===== src/rtl/ctrl_pkg.sv =====
// rtl/ctrl_pkg.sv - shared constants for the multicycle controller
package ctrl_pkg;

   // controller states
   localparam logic [2:0] ST_FETCH  = 3'd0;
   localparam logic [2:0] ST_DECODE = 3'd1;
   localparam logic [2:0] ST_EXEC   = 3'd2;
   localparam logic [2:0] ST_MEM    = 3'd3;
   localparam logic [2:0] ST_WB     = 3'd4;
   localparam logic [2:0] ST_TRAP   = 3'd5;

   // ALU operation codes
   localparam logic [3:0] ALU_ADD    = 4'd0;
   localparam logic [3:0] ALU_SUB    = 4'd1;
   localparam logic [3:0] ALU_SLL    = 4'd2;
   localparam logic [3:0] ALU_SLT    = 4'd3;
   localparam logic [3:0] ALU_SLTU   = 4'd4;
   localparam logic [3:0] ALU_XOR    = 4'd5;
   localparam logic [3:0] ALU_SRL    = 4'd6;
   localparam logic [3:0] ALU_SRA    = 4'd7;
   localparam logic [3:0] ALU_OR     = 4'd8;
   localparam logic [3:0] ALU_AND    = 4'd9;
   localparam logic [3:0] ALU_PASS_B = 4'd10;

   // next-PC source select
   localparam logic [1:0] PC_PLUS4  = 2'd0;
   localparam logic [1:0] PC_BRANCH = 2'd1;
   localparam logic [1:0] PC_JAL    = 2'd2;
   localparam logic [1:0] PC_JALR   = 2'd3;

   // register write-back source select
   localparam logic [1:0] WB_ALU = 2'd0;
   localparam logic [1:0] WB_MEM = 2'd1;
   localparam logic [1:0] WB_PC4 = 2'd2;
   localparam logic [1:0] WB_IMM = 2'd3;

   // trap causes
   localparam logic [1:0] CAUSE_NONE    = 2'd0;
   localparam logic [1:0] CAUSE_ILLEGAL = 2'd1;
   localparam logic [1:0] CAUSE_IMEM    = 2'd2;
   localparam logic [1:0] CAUSE_DMEM    = 2'd3;

   // major opcodes
   localparam logic [6:0] OP_R      = 7'b0110011;
   localparam logic [6:0] OP_IMM    = 7'b0010011;
   localparam logic [6:0] OP_LOAD   = 7'b0000011;
   localparam logic [6:0] OP_STORE  = 7'b0100011;
   localparam logic [6:0] OP_BRANCH = 7'b1100011;
   localparam logic [6:0] OP_JAL    = 7'b1101111;
   localparam logic [6:0] OP_JALR   = 7'b1100111;
   localparam logic [6:0] OP_LUI    = 7'b0110111;
   localparam logic [6:0] OP_AUIPC  = 7'b0010111;

   // ALU op for the shared R/I arithmetic space; alt selects SUB/SRA
   function automatic logic [3:0] alu_map(input logic alt, input logic [2:0] f3);
      logic [3:0] op;
      case (f3)
         3'b000:  op = alt ? ALU_SUB : ALU_ADD;
         3'b001:  op = ALU_SLL;
         3'b010:  op = ALU_SLT;
         3'b011:  op = ALU_SLTU;
         3'b100:  op = ALU_XOR;
         3'b101:  op = alt ? ALU_SRA : ALU_SRL;
         3'b110:  op = ALU_OR;
         default: op = ALU_AND;
      endcase
      return op;
   endfunction

endpackage


===== src/rtl/alu_dec.sv =====
// rtl/alu_dec.sv - ALU operation and illegal-encoding decode
module alu_dec
   import ctrl_pkg::*;
(
   input  logic [6:0] opcode,
   input  logic [2:0] func3,
   input  logic [6:0] func7,
   output logic [3:0] alu_op,
   output logic       illegal
);

   // decode the instruction fields into an ALU op and a legality flag
   always_comb begin
      alu_op  = ALU_ADD;
      illegal = 1'b0;
      case (opcode)
         OP_R: begin
            alu_op = alu_map(func7[5], func3);
            if (func7 != 7'b0000000 && func7 != 7'b0100000)
               illegal = 1'b1;
            else if (func7[5] && func3 != 3'b000 && func3 != 3'b101)
               illegal = 1'b1;
         end
         OP_IMM: begin
            // immediates carry no SUB; only the shift-right form uses func7[5]
            alu_op = alu_map((func3 == 3'b101) && func7[5], func3);
         end
         OP_LOAD: begin
            illegal = (func3 == 3'b011) || (func3 == 3'b110) || (func3 == 3'b111);
         end
         OP_STORE: begin
            illegal = (func3 > 3'b010);
         end
         OP_BRANCH: begin
            alu_op  = ALU_SUB;
            illegal = (func3 == 3'b010) || (func3 == 3'b011);
         end
         OP_JALR: begin
            illegal = (func3 != 3'b000);
         end
         OP_LUI: begin
            alu_op = ALU_PASS_B;
         end
         OP_JAL, OP_AUIPC: begin
            alu_op = ALU_ADD;
         end
         default: begin
            illegal = 1'b1;
         end
      endcase
   end

endmodule


===== src/rtl/multicycle_ctrl.sv =====
// rtl/multicycle_ctrl.sv - multicycle CPU control FSM with memory timeouts
module multicycle_ctrl
   import ctrl_pkg::*;
#(
   parameter int TIMEOUT = 16
)
(
   input  logic        clk,
   input  logic        rst_n,
   input  logic [6:0]  opcode,
   input  logic [2:0]  func3,
   input  logic [6:0]  func7,
   input  logic        br_taken,
   input  logic        imem_ready,
   input  logic        dmem_ready,
   output logic        imem_req,
   output logic        ir_we,
   output logic        dmem_req,
   output logic        dmem_we,
   output logic        rf_we,
   output logic        pc_we,
   output logic [3:0]  alu_op,
   output logic [1:0]  pc_sel,
   output logic [1:0]  wb_sel,
   output logic [2:0]  state,
   output logic        trap,
   output logic [1:0]  trap_cause,
   output logic [31:0] instret
);

   localparam int CW = $clog2(TIMEOUT + 1);
   localparam logic [CW-1:0] WAIT_MAX = CW'(TIMEOUT);

   logic [2:0]    state_nx;
   logic [1:0]    cause_nx;
   logic [CW-1:0] wait_cnt;
   logic [6:0]    op_q;
   logic [2:0]    f3_q;
   logic [6:0]    f7_q;
   logic [6:0]    op_s;
   logic [2:0]    f3_s;
   logic [6:0]    f7_s;
   logic [3:0]    dec_alu_op;
   logic          dec_illegal;
   logic          is_load;
   logic          is_store;
   logic          is_branch;

   // DECODE sees the live IR fields; later states use the copy taken in DECODE
   always_comb begin
      op_s = (state == ST_DECODE) ? opcode : op_q;
      f3_s = (state == ST_DECODE) ? func3  : f3_q;
      f7_s = (state == ST_DECODE) ? func7  : f7_q;
   end

   alu_dec u_alu_dec (
      .opcode  (op_s),
      .func3   (f3_s),
      .func7   (f7_s),
      .alu_op  (dec_alu_op),
      .illegal (dec_illegal)
   );

   // instruction class flags used for sequencing and strobes
   always_comb begin
      is_load   = (op_s == OP_LOAD);
      is_store  = (op_s == OP_STORE);
      is_branch = (op_s == OP_BRANCH);
   end

   // next-state and trap-cause selection; ready wins over a same-cycle timeout
   always_comb begin
      state_nx = state;
      cause_nx = trap_cause;
      case (state)
         ST_FETCH: begin
            if (imem_ready) begin
               state_nx = ST_DECODE;
            end else if (wait_cnt == WAIT_MAX) begin
               state_nx = ST_TRAP;
               cause_nx = CAUSE_IMEM;
            end
         end
         ST_DECODE: begin
            if (dec_illegal) begin
               state_nx = ST_TRAP;
               cause_nx = CAUSE_ILLEGAL;
            end else begin
               state_nx = ST_EXEC;
            end
         end
         ST_EXEC: begin
            if (is_branch)
               state_nx = ST_FETCH;
            else if (is_load || is_store)
               state_nx = ST_MEM;
            else
               state_nx = ST_WB;
         end
         ST_MEM: begin
            if (dmem_ready) begin
               state_nx = is_store ? ST_FETCH : ST_WB;
            end else if (wait_cnt == WAIT_MAX) begin
               state_nx = ST_TRAP;
               cause_nx = CAUSE_DMEM;
            end
         end
         ST_WB:   state_nx = ST_FETCH;
         ST_TRAP: state_nx = ST_TRAP;
         default: state_nx = ST_FETCH;
      endcase
   end

   // state, trap cause, retire counter, wait counter and field capture
   always_ff @(posedge clk) begin
      if (!rst_n) begin
         state      <= ST_FETCH;
         trap_cause <= CAUSE_NONE;
         instret    <= 32'd0;
         wait_cnt   <= '0;
         op_q       <= 7'd0;
         f3_q       <= 3'd0;
         f7_q       <= 7'd0;
      end else begin
         state      <= state_nx;
         trap_cause <= cause_nx;
         // every instruction retires with exactly one pc_we pulse
         if (pc_we)
            instret <= instret + 32'd1;
         if (state_nx != state)
            wait_cnt <= '0;
         else if ((state == ST_FETCH && !imem_ready) || (state == ST_MEM && !dmem_ready))
            wait_cnt <= wait_cnt + CW'(1);
         if (state == ST_DECODE) begin
            op_q <= opcode;
            f3_q <= func3;
            f7_q <= func7;
         end
      end
   end

   // strobes and selects; held low while reset is asserted so nothing commits
   always_comb begin
      imem_req = 1'b0;
      ir_we    = 1'b0;
      dmem_req = 1'b0;
      dmem_we  = 1'b0;
      rf_we    = 1'b0;
      pc_we    = 1'b0;
      alu_op   = ALU_ADD;
      pc_sel   = PC_PLUS4;
      wb_sel   = WB_ALU;
      if (rst_n) begin
         case (state)
            ST_FETCH: begin
               imem_req = 1'b1;
               ir_we    = imem_ready;
            end
            ST_DECODE: begin
               alu_op = dec_alu_op;
            end
            ST_EXEC: begin
               alu_op = dec_alu_op;
               if (is_branch) begin
                  pc_we  = 1'b1;
                  pc_sel = br_taken ? PC_BRANCH : PC_PLUS4;
               end
            end
            ST_MEM: begin
               alu_op   = dec_alu_op;
               dmem_req = 1'b1;
               dmem_we  = is_store;
               pc_we    = is_store && dmem_ready;
            end
            ST_WB: begin
               alu_op = dec_alu_op;
               rf_we  = 1'b1;
               pc_we  = 1'b1;
               if (is_load)
                  wb_sel = WB_MEM;
               else if (op_s == OP_JAL || op_s == OP_JALR)
                  wb_sel = WB_PC4;
               else if (op_s == OP_LUI)
                  wb_sel = WB_IMM;
               if (op_s == OP_JAL)
                  pc_sel = PC_JAL;
               else if (op_s == OP_JALR)
                  pc_sel = PC_JALR;
            end
            default: begin
            end
         endcase
      end
   end

   assign trap = (state == ST_TRAP);

endmodule


===== config.mk =====
export PLATFORM = sky130hd
export DESIGN_NAME = multicycle_ctrl
export DESIGN_NICKNAME = d
export VERILOG_FILES = /design/src/rtl/ctrl_pkg.sv /design/src/rtl/alu_dec.sv /design/src/rtl/multicycle_ctrl.sv
export SDC_FILE = /design/constraint.sdc
export NUM_CORES = 1
export LEC_CHECK = 0
export ABC_AREA = 1
export CAP_MARGIN = 0
export CORE_MARGIN = 2
export CORE_UTILIZATION = 52
export DETAILED_ROUTE_END_ITERATION = 6
export PLACE_DENSITY_LB_ADDON = 0.08
export SETUP_SLACK_MARGIN = 0.02
export SYNTH_ARGS = -nofsm -noshare
export SYNTH_HDL_FRONTEND = slang
export SYNTH_SLANG_ARGS = --single-unit

===== constraint.sdc =====
create_clock -name clk -period 2.9 [get_ports clk]
set_clock_uncertainty 0.15 [all_clocks]
set_input_delay 0.58 -clock clk [delete_from_list [all_inputs] [get_ports clk]]
set_output_delay 0.58 -clock clk [all_outputs]
set_load 0.05 [all_outputs]

After elaboration in Yosys (flattened, before gate mapping)
Cells that the tools add are included.

Add/subtract/negate cells: 2. Order comparisons: 1. Equality and inequality tests: 30. Mux-type cells: 53. Bitwise logic cells: 1. Reductions and logical operators: 24.

Operators with widths (number): $pmux 4 s7 (2); $add 32x1->32 const B (1); $mux 2 (13); $mux 3 (8); $eq 7x6->1 const B (3); $eq 7x7->1 const B (3); $mux 1 (20); $eq 3x3->1 const B (6); $pmux 4 s4 (1); $pmux 3 s5 (1); $eq 7x5->1 const B (2); $mux 7 (2); $eq 3x2->1 const B (4); $ne 2x2->1 const B (5); $mux 4 (2); $reduce_or 4->1 (2); $eq 7x2->1 const B (1); $logic_and 1x1->1 (7); $ne 7x6->1 const B (1); $reduce_bool 7->1 (1); $eq 3x1->1 const B (2); $logic_not 3->1 (2); $logic_or 1x1->1 (6); $pmux 1 s6 (1); other kinds (13) (15).

Bits in registers: 59. Output and inout bits: 52.

Logic depth before layout (Yosys ltp)
Depth after elaboration: 12. Depth in mapped cells: 21.

Modules after synthesis
Synthesis repeated with hierarchy kept, for this count alone.

Cells, all modules: 632. Area, all modules: 4041.4 sq um.

By module, submodules not included: multicycle_ctrl (instances 1, cells an instance 553, area each 3658.5 sq um); alu_dec (instances 1, cells an instance 79, area each 382.9 sq um).

Least setup slack after synthesis
Ideal clock, no wire load.

Path type: reg2out. Start: register state[2]. End: output port pc_sel[1]. Arrival time: 3.565 ns. Path slack: -1.395 ns. Cell stages (with the launch flop): 8. Buffers on the path: 1. Cells stage by stage: dfxtp_1 -> inv_2 -> buf_6 -> nor2_1 -> inv_1 -> nor2_1 -> inv_1 -> nor4_1.

Longest elaborated chain between the ends: 7. Elaborated cells on any way between the ends: 10. Classes of those cells: 5 x eq/ne; 5 x mux.

RTL lines: start, declared (line multicycle_ctrl.sv:25) `output logic [2:0] state,`; start signal, assigned (line multicycle_ctrl.sv:125) `state <= state_nx;`; $eq 3x1->1 (line multicycle_ctrl.sv:51) `op_s = (state == ST_DECODE) ? opcode : op_q;`; $mux 7; $eq 7x7->1 (line multicycle_ctrl.sv:187) `else if (op_s == OP_JALR)`; $mux 2 (line multicycle_ctrl.sv:187); $mux 2 (line multicycle_ctrl.sv:185) `if (op_s == OP_JAL)`; $pmux 2 s2 * (line multicycle_ctrl.sv:154) `case (state)`; $mux 2 * (line multicycle_ctrl.sv:153) `if (rst_n) begin`; end, declared (line multicycle_ctrl.sv:23) `output logic [1:0] pc_sel,`.

Mark *: on every way between the ends. The rest lies on a longest branch, timed or not.

Worst setup path in the final report
Start: register state[0]. End: output port alu_op[0].

Longest elaborated chain between the ends: 9. Elaborated cells on any way between the ends: 29. Classes of those cells: 14 x eq/ne; 12 x mux; 3 x reduce/logical.

RTL lines: $eq 3x1->1; $mux 3; $eq 3x3->1 (line ctrl_pkg.sv:57, alu_dec.sv:26); $logic_and 1x1->1 (line alu_dec.sv:26) `alu_op = alu_map((func3 == 3'b101) && func7[5], func3);`; $mux 1 (line ctrl_pkg.sv:58, ctrl_pkg.sv:63); $pmux 4 s7 (line ctrl_pkg.sv:57) `case (f3)`; $pmux 4 s4 (line alu_dec.sv:16) `case (opcode)`; $mux 4 * (line multicycle_ctrl.sv:154); $mux 4 * (line multicycle_ctrl.sv:153); end, declared (line multicycle_ctrl.sv:22) `output logic [3:0] alu_op,`.

Marked as above.

==> reports/results.env <==
REG2REG_SLACK_PS=130
DIE_WIDTH_UM=87.3
CP_DATA_REQUIRED_TIME_PS=2170
VDD_DROP_MAX_mV=0.313
GRT_ANTENNA_BEFORE_REPAIR=0
DETAIL-ROUTE-ANTENNA-NETS=0
P_TOTAL_uW=4020
ANTENNA_CELLS=0
PIN_COUNT=74
SYN_NETS=587
RR_ENDPOINT='wait_cnt[2]'
TIMING.REG2REG.WORST_PATH_DEPTH=17
NETLIST_AREA_BEFORE_PLACEMENT_SQ_UM=3610
CLOCKBUFFERDEPTH=2
SYNTHESIS.INSTANCES=562
PLACEMENT.IO_BUFFERS=73
YS_SEQ_AREA_SHARE_PCT=32.7
POWER_PER_UNIT_OF_STANDARD_CELL_AREA_nW_PER_UM2=745
DP_HPWL_UM=7750
DIE-AREA_SQ_UM=7630
P_LEAK_uW=0.00222
LIBRARY_CELL_USED_AS_CLOCK_ROOT_BUFFER='sky130_fd_sc_hd__clkbuf_8'
CP_MAX_FO=6
FMAXACHIEVABLE_MHz=326
NETS=715
CLOCK_POWER_SHARE_PCT=21.2
GROUTE.USAGE.OVERALL_PCT=30.8
CTS_NUM_SINKS=59
YOSYS_MOST_USED_DFF='sky130_fd_sc_hd__dfxtp_1'
YOSYS_WARNINGS=0
FINALHOLDWORSTSLACK_PS=315
FINAL_HOLD_VIOLS=0
FLOORPLAN.DIE.HEIGHT_UM=87.3
REG2REG_FROM='state[0]'
NUMBER_OF_CTS_INSERTED_BUFFERS=9
TOTAL_AREA_OF_MULTI_INPUT_COMBINATIONAL_CELLS_SQ_UM=2300
SETUP_VIOL_COUNT_FINAL=7
GRT_FIRST_PASS_WIRELENGTH_UM=18600
SWSHARE_PCT=43.0
HOLD-PATH-ENDPOINT='trap_cause[1]'
ROUTED-VIA-COUNT=4390
POSTSYNTHREGISTERBITS=59
STATUS='complete, but fails checks'
WORST_HOLD_PATH_STAGE_COUNT=2
GRT_PASS1_VIAS=4084
WIRELENGTH_UM=12300
FF_LATCH_AREA_SQ_UM=1190
WORSTMARGINPINSLEW_PS=515
ASYNCSETRESETFLOPFRACSYNTH_PCT=0
CTS_TREE='built'
INITIAL_CORE_UTIL_PCT=53.5
DETAIL_ROUTE.DRC_VIOLATIONS=0
FIRST_PASS_DETAILED_ROUTE_ITERATION_TOTAL=5
GLOBAL_ROUTE.OVERFLOW_TOTAL=0
FIN_CRIT_SH_PCT=106
ROUTED_VIA_DENSITY=5.66
SYNTHTOLAYOUTAREAGROWTH_PCT=49.2
GRT_MAX_DEGREE=40
HTREE_LEVELS=3
WORSTHOLDSTART='trap_cause[1]'
P_COMB_SHARE_PCT=53.9
TIMING.FINAL.MAX_SLEW_VIOLATIONS=0
YOSYS.CELL_TYPES.COUNT=42
FINALWEIGHTEDCONGESTION=0.899
FAILED_CHECKS='negative setup slack'
DETAIL_ROUTE.WL_PER_CELL_UM=15.9
WORST_SETUP_PATH_START_KIND='flop'
SYNTHESIS.AREA_PER_INSTANCE_SQ_UM=6.43
FIN_CELLS=775
DESIGN.CORE.AREA_SQ_UM=6760
FINAL_PERIOD_MINUS_WORST_SETUP_SLACK_PS=3060
GRT_SETUP_UNREPAIRED='true'
SHARE_OF_CELLS_ABOVE_DRIVE_STRENGTH_1_PCT=22.7
MAX_CAP_VIOLATIONS=0
SETUP-TNS-FINAL_PS=-356
INTERNAL_POWER_uW=2290
STD_CELL_ROWS=30
CLK_PIN_SLEW_PS=70
NUM-FILL-CELLS=505
SETUP.WORST_PATH.END_CLASS='primary output'
CRITPATHARRIVALTIME_PS=2330
DR.FIRST_ITER.DRC_COUNT=287
CLOCK_INSERTION_DELAY_WORST_SKEW_PS=350
MIN_DELAY_WORST_TYPE='reg2reg'
POWER.NET_SWITCHING_uW=1730
NUMPLACEDINSTANCES=736
LAYOUT_SETUP_WS_PS=-163
SYNTH-EDFF-COUNT=0
SETUP.WORST_PATH.CLASS='reg2out'
RELSLEWSLACK_PCT=65.6
POWER_FRAC_SEQ_PCT=24.9
-- area by class of cell --
type | count | area share, %
Multi-Input combinational cell | 422 | 42.6
Clock buffer | 11 | 2.62
Clock inverter | 5 | 1.44
Inverter | 67 | 4.99
Tap cell | 80 | 1.86
Timing Repair Buffer | 131 | 24.3
Sequential cell | 59 | 22.1
-- Yosys cell counts, types with 2 or more instances --
cell | number | area share (%)
sky130_fd_sc_hd__o31ai_1 | 3 | 0.62
sky130_fd_sc_hd__nor2_1 | 85 | 8.8
sky130_fd_sc_hd__nor3_1 | 18 | 2.5
sky130_fd_sc_hd__nand2_4 | 2 | 0.62
sky130_fd_sc_hd__dfxtp_1 | 59 | 33
sky130_fd_sc_hd__buf_2 | 2 | 0.28
sky130_fd_sc_hd__inv_2 | 3 | 0.31
sky130_fd_sc_hd__nand3_2 | 4 | 1.1
sky130_fd_sc_hd__a211oi_1 | 2 | 0.42
sky130_fd_sc_hd__nor2_4 | 2 | 0.62
sky130_fd_sc_hd__buf_1 | 2 | 0.21
sky130_fd_sc_hd__and3_1 | 2 | 0.35
sky130_fd_sc_hd__a21oi_1 | 34 | 4.7
sky130_fd_sc_hd__xnor2_1 | 7 | 1.7
sky130_fd_sc_hd__buf_6 | 3 | 0.94
sky130_fd_sc_hd__inv_1 | 63 | 6.5
sky130_fd_sc_hd__nand4_1 | 12 | 2.1
sky130_fd_sc_hd__nand2_2 | 5 | 0.87
sky130_fd_sc_hd__buf_4 | 4 | 0.83
sky130_fd_sc_hd__nand3_1 | 33 | 4.6
sky130_fd_sc_hd__clkbuf_1 | 4 | 0.42
sky130_fd_sc_hd__nand2_1 | 146 | 15
sky130_fd_sc_hd__xor2_1 | 11 | 2.7
sky130_fd_sc_hd__nor4_1 | 9 | 1.6
sky130_fd_sc_hd__nor2_2 | 6 | 1.0
sky130_fd_sc_hd__o21ai_2 | 2 | 0.49
sky130_fd_sc_hd__o21ai_1 | 3 | 0.42
sky130_fd_sc_hd__ha_1 | 3 | 1.0
sky130_fd_sc_hd__o21ai_0 | 16 | 2.2
sky130_fd_sc_hd__a31oi_1 | 3 | 0.52
sky130_fd_sc_hd__o21a_1 | 3 | 0.62
-- stage by stage --
step / area (sq um) / setup WS [ps] / utilization, %
6_report: 5390 / -163 / 79.8
2_1_floorplan: 3680 / 20.7 / -
3_5_place_dp: 4800 / -118 / 71.0
5_1_grt: 5390 / -228 / 79.8
3_3_place_gp: 4800 / -68.1 / 71.0
4_1_cts: 5250 / -62.6 / 77.7
-- power by group through the flow --
| stage | combinational [uW] | sequential [uW] | clock [uW] |
|---|---|---|---|
| finish | 2170 | 998 | 851 |
| global placement | 1590 | 1010 | 0 |
| global route | 2300 | 1010 | 888 |
| detailed placement | 1630 | 1010 | 0 |
| CTS | 1900 | 991 | 851 |
| floorplan | 1030 | 1070 | 0 |
-- timing repair --
action                                  4_1_cts  5_1_grt
pin swaps                                    19       22
endpoints found under the setup margin       10       10
resized for setup                            30       25
buffers inserted                             17        6
gates cloned                                  1        0
hold buffers                                  0        0
-- worst max path at each step --
stage / start / to / slack [ps] / cells past startpoint
after global placement: opcode[4] / alu_op[0] / -70 / 12
after CTS: state[2] / alu_op[0] / -60 / 14
after detailed placement: opcode[0] / alu_op[0] / -120 / 12
after floorplan: state[2] / alu_op[0] / 20 / 15
final: state[0] / alu_op[0] / -160 / 13
after global routing: state[0] / alu_op[0] / -230 / 13
-- registers in the layout, summed over array words and instances, names as in the netlist --
signal and count:
f7_q 7, op_q 7, trap_cause 2, f3_q 3
wait_cnt 5, instret 32, state 3
-- critical path, cell delays in order, from the launching register on --
cell and delay (ps):
sky130_fd_sc_hd__dfxtp_4 410, sky130_fd_sc_hd__inv_4 60, sky130_fd_sc_hd__nor2_4 200, sky130_fd_sc_hd__nand3_2 140, sky130_fd_sc_hd__nand2_2 110, sky130_fd_sc_hd__nand2_4 70
sky130_fd_sc_hd__nor2_4 140, sky130_fd_sc_hd__inv_2 50, sky130_fd_sc_hd__o31ai_1 210, sky130_fd_sc_hd__nand2_1 100, sky130_fd_sc_hd__nand3_2 80, sky130_fd_sc_hd__nand2_2 60
sky130_fd_sc_hd__a31oi_4 200, sky130_fd_sc_hd__buf_12 160
-- metal layers --
layer	GRT usage [%]	routed length [um]
met5	0	0
met3	4.64	844
met4	14.8	427
met1	37.6	4870
met2	52.7	6150
-- cells by family (layout without fill, tap and decap cells) --
kind of cell               Yosys count  count (layout)  synth area share (%)
DFF                                 59              59                  32.7
buffers and inverters               82             214                  9.70
xor gates and xnor gates            18              18                  4.36
AOI/OAI and AO/OA                   71              71                  11.1
and+or+nand+nor                    329             330                  41.1
adders and majority gates            3               3                  1.04
-- layout by cell type (no fill, tap or decap), types with 2 or more instances in the layout --
cell | synthesis | final
sky130_fd_sc_hd__dlymetal6s2s_1 | 0 | 2
sky130_fd_sc_hd__o31ai_1 | 3 | 3
sky130_fd_sc_hd__dfxtp_1 | 59 | 56
sky130_fd_sc_hd__a31oi_4 | 0 | 2
sky130_fd_sc_hd__nand3_4 | 1 | 3
sky130_fd_sc_hd__nand3_1 | 33 | 28
sky130_fd_sc_hd__nor4_1 | 9 | 8
sky130_fd_sc_hd__buf_6 | 3 | 7
sky130_fd_sc_hd__buf_4 | 4 | 53
sky130_fd_sc_hd__nand3_2 | 4 | 8
sky130_fd_sc_hd__o21ai_1 | 3 | 3
sky130_fd_sc_hd__ha_1 | 3 | 3
sky130_fd_sc_hd__inv_1 | 63 | 60
sky130_fd_sc_hd__a21oi_2 | 1 | 3
sky130_fd_sc_hd__nor4_4 | 1 | 2
sky130_fd_sc_hd__o21ai_0 | 16 | 15
sky130_fd_sc_hd__xor2_1 | 11 | 11
sky130_fd_sc_hd__bufinv_16 | 0 | 2
sky130_fd_sc_hd__nand4_1 | 12 | 12
sky130_fd_sc_hd__nor3_1 | 18 | 15
sky130_fd_sc_hd__buf_12 | 0 | 12
sky130_fd_sc_hd__clkdlybuf4s50_1 | 0 | 56
sky130_fd_sc_hd__nand2_1 | 146 | 134
sky130_fd_sc_hd__inv_4 | 1 | 2
sky130_fd_sc_hd__xnor2_1 | 7 | 7
sky130_fd_sc_hd__and3_1 | 2 | 2
sky130_fd_sc_hd__clkbuf_8 | 0 | 10
sky130_fd_sc_hd__nand2_4 | 2 | 3
sky130_fd_sc_hd__inv_2 | 3 | 3
sky130_fd_sc_hd__nor2_1 | 85 | 77
sky130_fd_sc_hd__nor2_2 | 6 | 10
sky130_fd_sc_hd__o21a_1 | 3 | 3
sky130_fd_sc_hd__nor3_4 | 0 | 2
sky130_fd_sc_hd__o21ai_2 | 2 | 2
sky130_fd_sc_hd__clkinv_2 | 0 | 2
sky130_fd_sc_hd__a21oi_1 | 34 | 32
sky130_fd_sc_hd__nand2_2 | 5 | 16
sky130_fd_sc_hd__a211oi_1 | 2 | 2
sky130_fd_sc_hd__dfxtp_4 | 0 | 3
sky130_fd_sc_hd__nor2_4 | 2 | 6
Power figures use the tool's default switching activity.
